--- src/rtl/intc_pkg.sv ---
// rtl/intc_pkg.sv - shared defaults, register map and FSM state type for the interrupt controller
// Purpose: default source count / bus width, register address constants and the
//          controller state enum used by intc_ctrl.
// Ports:   none (package).
package intc_pkg;

  localparam int INTC_NSRC = 8;
  localparam int INTC_DW   = 16;

  localparam logic [1:0] INTC_A_PEND = 2'd0;
  localparam logic [1:0] INTC_A_MASK = 2'd1;
  localparam logic [1:0] INTC_A_CTRL = 2'd2;
  localparam logic [1:0] INTC_A_STAT = 2'd3;

  typedef enum logic [1:0] {
    INTC_IDLE,
    INTC_REQ,
    INTC_SERVICE
  } intc_state_e;

endpackage

--- src/rtl/intc_prio_enc.sv ---
// rtl/intc_prio_enc.sv - combinational fixed-priority encoder, lowest index wins
// Purpose: reduce a request vector to {any, index of lowest set bit}.
// Ports:   req  in  NSRC  request bits
//          any  out 1     at least one request bit set
//          idx  out VECW  index of the lowest set bit (0 when none)
module intc_prio_enc #(
  parameter  int NSRC = 8,
  localparam int VECW = $clog2(NSRC)
) (
  input  logic [NSRC-1:0] req,
  output logic            any,
  output logic [VECW-1:0] idx
);

  // Scan from the top down so the last assignment is the lowest set index.
  always_comb begin
    any = |req;
    idx = '0;
    for (int i = NSRC - 1; i >= 0; i--) begin
      if (req[i]) idx = VECW'(i);
    end
  end

endmodule

--- src/rtl/intc_ctrl.sv ---
// rtl/intc_ctrl.sv - interrupt controller: sticky pending, mask, global enable, irq/ack/EOI handshake
// Purpose: latches source events into pend, selects the lowest-index enabled request and
//          presents it to the CPU as irq/irq_vec; ack moves to service, a write to STAT is EOI.
// Config:  INTC_EDGE_DETECT_EN defined   -> events are rising edges of src
//          INTC_EDGE_DETECT_EN undefined -> events are src levels (pend re-sets while high)
// Ports:   clk, rst_n (sync, active-low)
//          src[NSRC]            interrupt source lines, src[0] = timer
//          cs, wr, rd, addr[2]  register bus strobes and address
//          datain[DW]           write data
//          dataout[DW]          registered read data, holds between reads
//          irq, irq_vec[VECW]   request to CPU and requesting source index
//          irq_ack              CPU accepts the request (only honoured while requesting)
module intc_ctrl
  import intc_pkg::*;
#(
  parameter  int NSRC = INTC_NSRC,
  parameter  int DW   = INTC_DW,
  localparam int VECW = $clog2(NSRC)
) (
  input  logic            clk,
  input  logic            rst_n,
  input  logic [NSRC-1:0] src,
  input  logic            cs,
  input  logic            wr,
  input  logic            rd,
  input  logic [1:0]      addr,
  input  logic [DW-1:0]   datain,
  output logic [DW-1:0]   dataout,
  output logic            irq,
  output logic [VECW-1:0] irq_vec,
  input  logic            irq_ack
);

  intc_state_e     state;
  logic [NSRC-1:0] pend;
  logic [NSRC-1:0] mask;
  logic            gie;

  logic [NSRC-1:0] evt;

`ifdef INTC_EDGE_DETECT_EN
  logic [NSRC-1:0] src_q;

  always_ff @(posedge clk) begin
    if (!rst_n) src_q <= '0;
    else        src_q <= src;
  end

  assign evt = src & ~src_q;
`else
  assign evt = src;
`endif

  logic wr_pend, wr_mask, wr_ctrl, wr_eoi, rd_en;

  assign wr_pend = cs & wr & (addr == INTC_A_PEND);
  assign wr_mask = cs & wr & (addr == INTC_A_MASK);
  assign wr_ctrl = cs & wr & (addr == INTC_A_CTRL);
  assign wr_eoi  = cs & wr & (addr == INTC_A_STAT);
  assign rd_en   = cs & rd;

  // Upper datain bits are unused when NSRC < DW.
  logic unused_datain;
  assign unused_datain = &{1'b0, datain};

  logic            ack_take;
  logic [NSRC-1:0] vec_bit;
  logic [NSRC-1:0] clr;
  logic [NSRC-1:0] pend_nxt;
  logic [NSRC-1:0] mask_nxt;
  logic            gie_nxt;
  logic            keep;

  assign ack_take = (state == INTC_REQ) & irq_ack;
  assign vec_bit  = NSRC'(1) << irq_vec;
  assign clr      = (wr_pend ? datain[NSRC-1:0] : '0) | (ack_take ? vec_bit : '0);
  // OR-ing the event in last lets a new event win over a same-cycle clear.
  assign pend_nxt = (pend & ~clr) | evt;
  assign mask_nxt = wr_mask ? datain[NSRC-1:0] : mask;
  assign gie_nxt  = wr_ctrl ? datain[0] : gie;
  // The frozen request survives only if it is still pending, unmasked and enabled
  // after this cycle's register writes.
  assign keep     = gie_nxt & |(pend_nxt & mask_nxt & vec_bit);

  logic            req_any;
  logic [VECW-1:0] req_idx;

  intc_prio_enc #(.NSRC(NSRC)) u_prio (
    .req (pend & mask),
    .any (req_any),
    .idx (req_idx)
  );

  logic          in_service;
  logic [DW-1:0] rd_data;

  assign in_service = (state == INTC_SERVICE);

  always_comb begin
    rd_data = '0;
    case (addr)
      INTC_A_PEND: rd_data = DW'(pend);
      INTC_A_MASK: rd_data = DW'(mask);
      INTC_A_CTRL: rd_data[0] = gie;
      INTC_A_STAT: begin
        rd_data[VECW-1:0] = irq_vec;
        rd_data[DW-1]     = in_service;
      end
      default:     rd_data = '0;
    endcase
  end

  always_ff @(posedge clk) begin
    if (!rst_n) begin
      state   <= INTC_IDLE;
      pend    <= '0;
      mask    <= '0;
      gie     <= 1'b0;
      dataout <= '0;
      irq     <= 1'b0;
      irq_vec <= '0;
    end else begin
      pend <= pend_nxt;
      mask <= mask_nxt;
      gie  <= gie_nxt;
      if (rd_en) dataout <= rd_data;

      case (state)
        INTC_IDLE: begin
          if (gie && req_any) begin
            state   <= INTC_REQ;
            irq     <= 1'b1;
            irq_vec <= req_idx;
          end
        end
        INTC_REQ: begin
          if (irq_ack) begin
            state <= INTC_SERVICE;
            irq   <= 1'b0;
          end else if (!keep) begin
            state <= INTC_IDLE;
            irq   <= 1'b0;
          end
        end
        INTC_SERVICE: begin
          if (wr_eoi) state <= INTC_IDLE;
        end
        default: begin
          state <= INTC_IDLE;
          irq   <= 1'b0;
        end
      endcase
    end
  end

endmodule

--- config.mk ---
export PLATFORM = sky130hd
export DESIGN_NAME = intc_ctrl
export DESIGN_NICKNAME = d
export VERILOG_FILES = /design/src/rtl/intc_pkg.sv /design/src/rtl/intc_prio_enc.sv /design/src/rtl/intc_ctrl.sv
export SDC_FILE = /design/constraint.sdc
export NUM_CORES = 1
export LEC_CHECK = 0
export ABC_AREA = 0
export BUFFER_PORTS_ARGS = -buffer_cell sky130_fd_sc_hd__buf_2
export CORE_ASPECT_RATIO = 0.75
export CORE_MARGIN = 2
export CORE_UTILIZATION = 40
export CTS_CLUSTER_SIZE = 30
export DETAILED_ROUTE_END_ITERATION = 8
export SYNTH_ARGS = -nofsm -noshare
export SYNTH_HDL_FRONTEND = slang
export SYNTH_SLANG_ARGS = --single-unit
--- constraint.sdc ---
create_clock -name clk -period 3.6 [get_ports clk]
set_input_delay 0.72 -clock clk [delete_from_list [all_inputs] [get_ports clk]]
set_output_delay 0.72 -clock clk [all_outputs]
set_load 0.01 [all_outputs]
# Word-level counts from Yosys, hierarchy flattened
# Index checks and enable logic that the tools add are counted.
# word_totals
regBits	39
in_bits	32
output_inout_bits	20
word_cells	65
# classes
n_eq_ne	8
shifts	1
mux	25
bitwise_logic	16
n_reduce_logical	8
# ops
cell	count
$and A8 B8 Y8	4
$mux W3	8
$mux W8	3
$or A8 B8 Y8	2
$reduce_or A8 Y1	2
$pmux W2 S3	2
$pmux W5 S2	1
$and A1 B1 Y1	8
$mux W2	4
$not A8 Y8	1
$shl A1 B3 Y8 const A	1
$eq A2 B2 Y1 const B	3
$reduce_and A3 Y1	2
$mux W1	5
$eq A2 B1 Y1 const B	2
$logic_not A2 Y1	2
$ne A2 B2 Y1 const B	2
$pmux W1 S4	1
$ne A3 B3 Y1 const B	1
$pmux W1 S3	1
$reduce_and A2 Y1	1
$logic_and A1 B1 Y1	1
$not A1 Y1	1

# Longest topological paths before layout
# Gate-level depths: netlist (run 1).
# logic_depth
ltp_word	14
depth_mapped	8

# By module
# From an unflattened synthesis (run 1), not the netlist that was laid out.
# unflattened
cells_unflattened	194
hier_area_um2	1798.0
# by_module_without_submodules
module	instances	cells_per_inst	area_per_inst_um2	seq_area_each_um2
intc_ctrl	1	181	1716.6	640.6
intc_prio_enc	1	13	81.3	0.0

# Worst setup path after synthesis (run 1)
# OpenSTA, ideal clock, no wires.
# synth_timing
kind	input port to flip-flop
from	input cs
to	register state[0]
setup_ns	0.118
arrival_time_ns	2.032
required_time_ns	3.482
setup_slack_ns	1.450
stages	8
cell_sequence	buf_4 -> nor4bb_1 -> buf_2 -> a221oi_1 -> nor4bb_1 -> nor4_2 -> nand4_1 -> o2111a_1
# synth_between
elab_chain_cells	13
elab_cells_between_ends	19
classes_between	eq/ne: 2; mux: 3; bitwise: 12; reduce/logical: 2
# synth_lines
item	line	text
start: declaration	intc_ctrl.sv:23	input logic cs,
$and A1 B1 Y1 (*)	-	
$and A1 B1 Y1	intc_ctrl.sv:56	assign wr_pend = cs & wr & (addr == INTC_A_PEND);
$mux W8	intc_ctrl.sv:76	assign clr = (wr_pend ? datain[NSRC-1:0] : '0) | (ack_take ? vec_bit : '0);
$or A8 B8 Y8	intc_ctrl.sv:76	
$not A8 Y8	intc_ctrl.sv:78	assign pend_nxt = (pend & ~clr) | evt;
$and A8 B8 Y8	intc_ctrl.sv:78	
$or A8 B8 Y8	intc_ctrl.sv:78	
$and A8 B8 Y8 (2 in series)	intc_ctrl.sv:83	assign keep = gie_nxt & |(pend_nxt & mask_nxt & vec_bit);
$reduce_or A8 Y1	intc_ctrl.sv:83	
$and A1 B1 Y1	intc_ctrl.sv:83	
$ne A3 B3 Y1 (no source line)	-	
$reduce_and A3 Y1 (no source line) (*)	-	
end signal: assignment	intc_ctrl.sv:115	state <= INTC_IDLE;
end signal: assignment	intc_ctrl.sv:131	state <= INTC_REQ;
end signal: assignment	intc_ctrl.sv:138	state <= INTC_SERVICE;
end: declaration	intc_ctrl.sv:34	intc_state_e state;
# Mark *: on every way between the ends. The rest lies on a longest branch, timed or not.
# A chain may end at the register's enable or synchronous reset.

# Worst setup path after layout (run 1)
# layout_timing
from	input addr[0]
to	register state[0]
# layout_between
elab_chain_cells	13
elab_cells_between_ends	22
classes_between	eq/ne: 5; mux: 3; bitwise: 11; reduce/logical: 3
# layout_lines
item	line	text
start: declaration	intc_ctrl.sv:26	input logic [1:0] addr,
$logic_not A2 Y1	intc_ctrl.sv:56	
$and A1 B1 Y1	intc_ctrl.sv:56	
$mux W8	intc_ctrl.sv:76	
$or A8 B8 Y8	intc_ctrl.sv:76	
$not A8 Y8	intc_ctrl.sv:78	
$and A8 B8 Y8	intc_ctrl.sv:78	
$or A8 B8 Y8	intc_ctrl.sv:78	
$and A8 B8 Y8 (2 in series)	intc_ctrl.sv:83	
$reduce_or A8 Y1	intc_ctrl.sv:83	
$and A1 B1 Y1	intc_ctrl.sv:83	
$ne A3 B3 Y1 (no source line)	-	
$reduce_and A3 Y1 (no source line) (*)	-	
# Marks and branches as above.

==> results.yml, run 1 <==
grt:
  antenna_found_initial: 0
  grt_usage_pct: 19.2
  grt_pass1_wl_um: 7360
  grt_pass1_vias: 1474
  grt_max_degree: 18
  grt-ovfl-total: 0
clocking:
  postCtsSetupBuffers: 0
  h-tree-depth: 2
  hold_buffers: 0
  cts-root-buf: "clkbuf_8"
  clk_path_buf_depth: 2
  cts_resized: 0
  clk_pin_slew_ns: 0.07
  clkSinkCount: 32
  cts-buffers-inserted: 5
  clk-insertion-delay-late_ns: 0.28
  cts_tree: "yes"
floorplan:
  row_count: 21
  pin_count: 52
  start_util_pct: 40.9
  fp.dieW_um: 81.6
  dieArea_mm2: 0.00508
  die_h_um: 62.2
  core_mm2: 0.00441
place:
  io_buffers: 36
  placed_cell_area_mm2: 0.00198
  gp_congestion: 0.875
  dp_hpwl_um: 3400
critical_path:
  critical_path_buf_inv_count: 2
  worstSetupPathType: "in -> reg"
  start_kind: "primary input"
  r2r_slack_ns: 1.51
  max_stage_delay_ns: 0.28
  cp_top_family: "simple AND/OR/NAND/NOR gates"
  worstSetupStartpoint: "addr[0]"
  cp_slowest_cell: "buf_2"
  cp_max_fo: 15
  r2r_start: "irq_vec[2]"
  timing.rr.end: "state[0]"
  required_ns: 3.78
  cp_cell_sequence: "buf_2, nand4b_1, buf_4, mux2i_1, nor4bb_1, nor4_2, nand4_1, o2111a_1"
  arrival_ns: 2.54
  reg2reg_depth: 6
  cp-end-kind: "flop"
final_layout:
  synthToLayoutAreaGrowth_pct: 14.6
  num_antenna_cells: 0
  drive_gt1_share_pct: 22.3
  layout_commonest_cell: "buf_2"
  fill_cells: 464
  multi_input_area_mm2: 0.00105
  final_cell_mix: "buf_2, dfxtp_1, nor2_1, nand2_1"
  seq_area_um2: 641
  fin_area_mm2: 0.00207
  fin_nets: 273
timing:
  finalSetupViolCount: 0
  finalSetupTns_ns: 0
  finClkSkew_ns: 0.00615
  final_max_slew_viol_count: 0
  tightest_slew_ns: 0.595
  fin_crit_sh_pct: 65.7
  min_period_ns: 2.36
  rsz0062_at_grt: "no"
  hold_violations: 0
  relSlewSlack_pct: 60.3
  fmax_mhz: 423
routing:
  drc: 0
  postRouteAntennaNets: 0
  routedWlPerCell_um: 15.4
  route.met2.wl_um: 1820
  first_pass_iters: 4
  wl_met1_um: 2400
  routed_wirelength_um: 4600
  first_iter_violations: 92
  wl_met3_um: 373
  vias: 1676
  maxUsedRoutingLayer: "met4"
  via_per_inst: 5.61
run:
  drv_cap: 0
pwr:
  vdd_drop_max_uv: 153
  leakage_nw: 0.905
  power.density_mw_per_mm2: 362
logic_synthesis:
  syn_inst: 209
  seq_area_frac_synth_pct: 35.5
  synth_edf_count: 0
  synth_async_sr_flop_share_pct: 0
  yosys_warnings: 0
  syn_area_per_cell_um2: 8.64
  synth_ff_type: "dfxtp_1"
  synthesis.area_mm2: 0.00181
  yosysUniqueCellTypes: 49
  ys_ff_latch: 32
hold_path:
  hold_path.class: "reg -> reg"
  hold_path.startpoint: "dataout[0]"
  holdPathStages: 2
  whs_endpoint: "dataout[0]"
status:
  run_status: "completed"
state kept, by name, indices dropped and copies added, names as in the netlist:
signal,cells
dataout,9
irq,1
pend,8
irq_vec,3
mask,8
gie,1
state,2
where the power goes:
part / switching [W] / internal [W]
clock: 0.000135 / 0.000156
combinational: 0.0000465 / 0.0000352
sequential: 0.0000116 / 0.000365
total: 0.000193 / 0.000557
Yosys cell counts, drive strengths merged (5+ instances only):
cell type / n / share of area (%)
clkbuf: 6 / 1.2
mux2: 5 / 3.1
nand2: 15 / 3.1
mux2i: 12 / 7.3
a31oi: 5 / 1.7
buf: 14 / 5.5
dfxtp: 32 / 35
a21oi: 11 / 3.0
nor3: 6 / 1.7
a22oi: 8 / 3.3
nor2: 29 / 6.0
or3: 5 / 1.7
worst max path at each step:
stage,depth (start not counted),end
floorplan,8,state[0]
global placement,8,state[0]
detailed placement,8,state[0]
CTS,8,state[0]
global route,8,state[0]
finish,8,state[0]
per-stage QoR:
stage	cells	power (W)	utilization, %	hold slack (ns)	worst slack, ns
6_report	299	0.000750	46.9	0.461	1.24
5_1_grt	299	0.000786	46.9	0.508	1.03
4_1_cts	299	0.000757	46.9	0.461	1.25
3_5_place_dp	291	0.000465	44.9	0.452	0.966
3_3_place_gp	291	0.000465	44.9	0.448	0.963
2_1_floorplan	215	0.000439	-	0.481	1.45
worst min-delay path, stage by stage (launching register included):
cell,delay (ns)
dfxtp_1,0.31
nand2_1,0.05
a21oi_1,0.05
per-layer routing:
| metal | global-route usage (%) | vias to the layer above |
|---|---|---|
| met1 | 30.0 | 780 |
| met3 | 5.67 | 2 |
| met4 | 5.42 | 0 |
| met2 | 25.2 | 75 |
| li1 | - | 819 |
| met5 | 0 | - |
kinds of logic after synthesis:
kind of cell           synth area share (%)
buffers and inverters                  7.62
AND/OR/NAND/NOR                        28.3
other                                 0.208
AO/OA/AOI/OAI                          16.5
flip-flops                             35.5
multiplexers                           11.9
final cells by class:
class,count,area share (%)
multi-input cells,159,50.8
clock buffers,8,4.35
well taps,57,3.44
inverters,4,0.725
repair buffers,39,9.79
flip-flops and latches,32,30.9
No activity file was read; power rests on OpenSTA's default activity.
==> run 2: changes to the inputs <==
Clock period 3.6 ns to 2.3 ns, I/O delays scaled along.
==> results.yml, run 2 (synthesis results as in run 1) <==
routing:
  postRouteAntennaNets: 0
  routedWlPerCell_um: 15.8
  via_per_inst: 5.56
  first_iter_violations: 84
  first_pass_iters: 4
  routed_wirelength_um: 4770
  drc: 0
  vias: 1678
critical_path:
  required_ns: 2.48
  arrival_ns: 2.24
  cp_top_family: "simple AND/OR/NAND/NOR gates"
  max_stage_delay_ns: 0.55
  r2r_slack_ns: 0.24
  start_kind: "flop"
  cp-end-kind: "flop"
  r2r_start: "state[0]"
  cp_slowest_cell: "dfxtp_1"
  cp_cell_sequence: "and4b_1, a221oi_1, nor4bb_1, nor4_2, nand4_1, o2111a_1"
  critical_path_buf_inv_count: 0
  reg2reg_depth: 6
  timing.rr.end: "state[0]"
  cp_max_fo: 10
  worstSetupPathType: "reg -> reg"
floorplan:
  fp.dieW_um: 81.6
  start_util_pct: 40.9
  dieArea_mm2: 0.00508
  core_mm2: 0.00441
  die_h_um: 62.2
  row_count: 21
  pin_count: 52
final_layout:
  num_antenna_cells: 0
  fin_area_mm2: 0.00209
  fin_cells: 302
  largest_register: "dataout"
  drive_gt1_share_pct: 24.1
  layout_commonest_cell: "buf_2"
  synthToLayoutAreaGrowth_pct: 15.9
  largest_reg_flops: 9
  final_core_util_pct: 47.4
  fin_nets: 279
  final_cell_mix: "buf_2, dfxtp_1, nor2_1, nand2_1"
  reg_top3: "dataout (9), mask (8), pend (8)"
place:
  place_ws_ns: 0.0667
  placed_cell_area_mm2: 0.00203
  dp_cells: 297
  io_buffers: 36
  dp_hpwl_um: 3480
  gp_congestion: 0.823
grt:
  grt-ovfl-total: 0
  antenna_found_initial: 0
  grt_usage_pct: 19.7
  grt_pass1_wl_um: 7490
  grt_max_degree: 27
  grt_pass1_vias: 1469
run:
  drv_cap: 0
timing:
  worst_slack_ns: 0.238
  finalSetupViolCount: 0
  hold_violations: 0
  final_max_slew_viol_count: 0
  finalSetupTns_ns: 0
  rsz0062_at_grt: "no"
  min_period_ns: 2.06
  fin_crit_sh_pct: 89.6
  finClkSkew_ns: 0.00453
  fmax_mhz: 485
pwr:
  seq_power_share_pct: 53.0
  vdd_drop_max_uv: 193
  leakage_nw: 0.926
  p_sw_share_pct: 25.8
  power.internal_w: 0.000825
  power.density_mw_per_mm2: 531
  comb_power_share_pct: 11.9
  clockPowerShare_pct: 35.1
  p_switching_w: 0.000287
status:
  run_status: "completed"
clocking:
  cts-root-buf: "clkbuf_8"
  cts_tree: "yes"
  cts_resized: 0
  h-tree-depth: 2
  clkSinkCount: 32
  clk_path_buf_depth: 2
  cts-buffers-inserted: 5
  hold_buffers: 0
  clk_pin_slew_ns: 0.06
  postCtsSetupBuffers: 0
  clk-insertion-delay-late_ns: 0.28
hold_path:
  holdPathStages: 3
  whs_endpoint: "pend[2]"
  hold_path.class: "in -> reg"
  hold_path.startpoint: "src[2]"
==> run 2: cell count changes in the layout (fill, tap and decap cells not counted), sizes merged <==
cell	change
clkbuf	-3
buf	+6
==> run 2: worst register-to-register path, delay by kind of cell (launching register included) <==
family / cells / cell delay, ns
flops: 1 / 0.55
compound gates: 2 / 0.41
simple gates: 4 / 1.01
==> run 2: final cells by class <==
cell class | instances | area (um2)
inverters | 4 | 15.0
fillers | 468 | 2320
flip-flops and latches | 32 | 641
clock buffers | 5 | 68.8
multi-input cells | 159 | 1050
repair buffers | 45 | 248
well taps | 57 | 71.3
==> run 2: per-layer routing <==
layer	routed length, um	global-route usage (%)	up-vias	part of all wire (%)
li1	-	-	824	-
met1	2470	32.0	782	52
met2	1850	24.5	62	39
met3	361	4.36	10	7.6
met4	89	7.08	0	1.9
met5	0	0	-	0
==> run 2: stage by stage <==
step | power, W | hold slack [ns]
after floorplan | 0.000687 | 0.481
after global placement | 0.000732 | 0.450
after detailed placement | 0.000733 | 0.449
after CTS | 0.00112 | 0.399
after global routing | 0.00115 | 0.399
final | 0.00111 | 0.402
==> run 2: how the worst max path moves through the flow <==
stage,startpoint,endpoint,cells past startpoint
2_1_floorplan,cs,state[0],8
3_3_place_gp,wr,state[0],8
3_5_place_dp,wr,state[0],8
4_1_cts,state[0],state[0],6
5_1_grt,state[0],state[0],6
6_report,state[0],state[0],6
==> run 2: power groups by stage <==
stage               Clock, W  Combinational, W  Sequential [W]
global placement           0          0.000131        0.000601
global route        0.000416          0.000146        0.000592
floorplan                  0         0.0000891        0.000598
finish              0.000391          0.000132        0.000590
CTS                 0.000396          0.000132        0.000589
detailed placement         0          0.000132        0.000601
==> run 3: changes to the inputs <==
Settings changed: BUFFER_PORTS_ARGS -buffer_cell sky130_fd_sc_hd__buf_2 to unset, DONT_BUFFER_PORTS set to 1, TNS_END_PERCENT set to 30.
==> results.yml, run 3 (synthesis results as in run 1) <==
timing:
  hold_violations: 0
  worst_slack_ns: 0.294
  finalSetupViolCount: 0
  min_period_ns: 2.01
  final_max_slew_viol_count: 0
  fin_crit_sh_pct: 87.2
  rsz0062_at_grt: "no"
  fmax_mhz: 498
  finalSetupTns_ns: 0
  finClkSkew_ns: 0.00193
critical_path:
  start_kind: "flop"
  timing.rr.end: "state[0]"
  cp_max_fo: 8
  reg2reg_depth: 6
  max_stage_delay_ns: 0.57
  critical_path.endpoint: "state[0]"
  cp-end-kind: "flop"
  worstSetupStartpoint: "irq_vec[0]"
  cp_cell_sequence: "nand2b_1, or3_1, a31oi_1, or4_1, nand4_1, o2111a_1"
  required_ns: 2.48
  arrival_ns: 2.19
  r2r_start: "irq_vec[0]"
  cp_slowest_cell: "dfxtp_1"
  worstSetupPathType: "reg -> reg"
  r2r_slack_ns: 0.29
final_layout:
  synthToLayoutAreaGrowth_pct: 7.27
  multi_input_area_mm2: 0.00105
  reg_top3: "dataout (9), mask (8), pend (8)"
  seq_area_um2: 641
  fin_area_mm2: 0.00194
  largest_register: "dataout"
  final_cell_mix: "dfxtp_1, nor2_1, nand2_1, a21oi_1, mux2i_1"
  num_antenna_cells: 0
  final_core_util_pct: 43.9
  drive_gt1_share_pct: 12.3
  fin_nets: 243
  largest_reg_flops: 9
  layout_commonest_cell: "dfxtp_1"
  fill_cells: 476
pwr:
  power.density_mw_per_mm2: 587
  vdd_drop_max_uv: 237
  clockPowerShare_pct: 40.2
  power.internal_w: 0.000851
  p_sw_share_pct: 25.1
  p_switching_w: 0.000286
  seq_power_share_pct: 51.9
  power_w: 0.00114
  comb_power_share_pct: 7.8
  leakage_nw: 0.780
clocking:
  h-tree-depth: 2
  cts-root-buf: "clkbuf_8"
  postCtsSetupBuffers: 0
  clk-insertion-delay-late_ns: 0.29
  clk_pin_slew_ns: 0.07
  clkSinkCount: 32
  cts_resized: 0
  cts-buffers-inserted: 5
  cts_tree: "yes"
  hold_buffers: 0
  clk_path_buf_depth: 2
grt:
  antenna_found_initial: 0
  grt_pass1_wl_um: 7330
  grt_pass1_vias: 1429
  grt_max_degree: 26
  grt-ovfl-total: 0
  grt_usage_pct: 19.3
place:
  gp_congestion: 0.940
  placed_cell_area_mm2: 0.00185
  place_ws_ns: 0.208
  dp_hpwl_um: 3530
  io_buffers: 0
floorplan:
  row_count: 21
  core_mm2: 0.00441
  fp.dieW_um: 81.6
  die_h_um: 62.2
  pin_count: 52
  start_util_pct: 40.9
  dieArea_mm2: 0.00508
hold_path:
  hold_path.class: "in -> reg"
  hold_path.startpoint: "src[2]"
routing:
  vias: 1575
  first_pass_iters: 4
  first_iter_violations: 80
  via_per_inst: 5.86
  route.met2.wl_um: 1830
  wl_met3_um: 437
  wl_met1_um: 2370
  postRouteAntennaNets: 0
  maxUsedRoutingLayer: "met4"
  routed_wirelength_um: 4720
  routedWlPerCell_um: 17.5
  drc: 0
status:
  run_status: "completed"
run:
  drv_cap: 0
==> run 3: changes by cell type in the layout (fill, tap and decap cells not counted), sizes merged <==
cell    before  now
buf         45    9
clkinv       0    2
clkbuf       5    6
==> run 3: layout make-up <==
cell class	instances	share of cell area (%)
Multi-Input combinational cell	159	54.2
Sequential cell	32	33.1
Clock buffer	6	4.26
Tap cell	57	3.68
Timing Repair Buffer	9	3.49
Inverter	4	0.775
Clock inverter	2	0.516
==> run 3: per-stage QoR <==
step	std cells	hold WS, ns
after floorplan	215	0.481
after global placement	261	0.499
after detailed placement	261	0.505
after CTS	269	0.282
after global routing	269	0.294
final	269	0.286
==> run 3: metal layers <==
layer  track usage (%)  vias up
li1                  -      762
met1              29.8      746
met2              24.4       59
met3              6.25        8
met4              7.08        0
met5                 0        -
==> run 3: worst max-delay path: cells and delay by family, from the launching register on <==
family / cells / cell delay [ns]
simple gates: 4 / 0.84
flops: 1 / 0.57
compound gates: 2 / 0.50
==> run 3: power groups by stage <==
stage | Clock (W) | Combinational (W) | Sequential, W
global route | 0.000497 | 0.0000995 | 0.000592
global placement | 0 | 0.0000881 | 0.000603
floorplan | 0 | 0.0000891 | 0.000598
finish | 0.000457 | 0.0000892 | 0.000591
CTS | 0.000468 | 0.0000895 | 0.000590
detailed placement | 0 | 0.0000891 | 0.000603
==> run 3: how the worst min path moves through the flow <==
stage / end / cells past startpoint
2_1_floorplan: dataout[0] / 2
3_3_place_gp: dataout[0] / 2
3_5_place_dp: dataout[0] / 2
4_1_cts: pend[2] / 2
5_1_grt: pend[5] / 1
6_report: pend[2] / 2
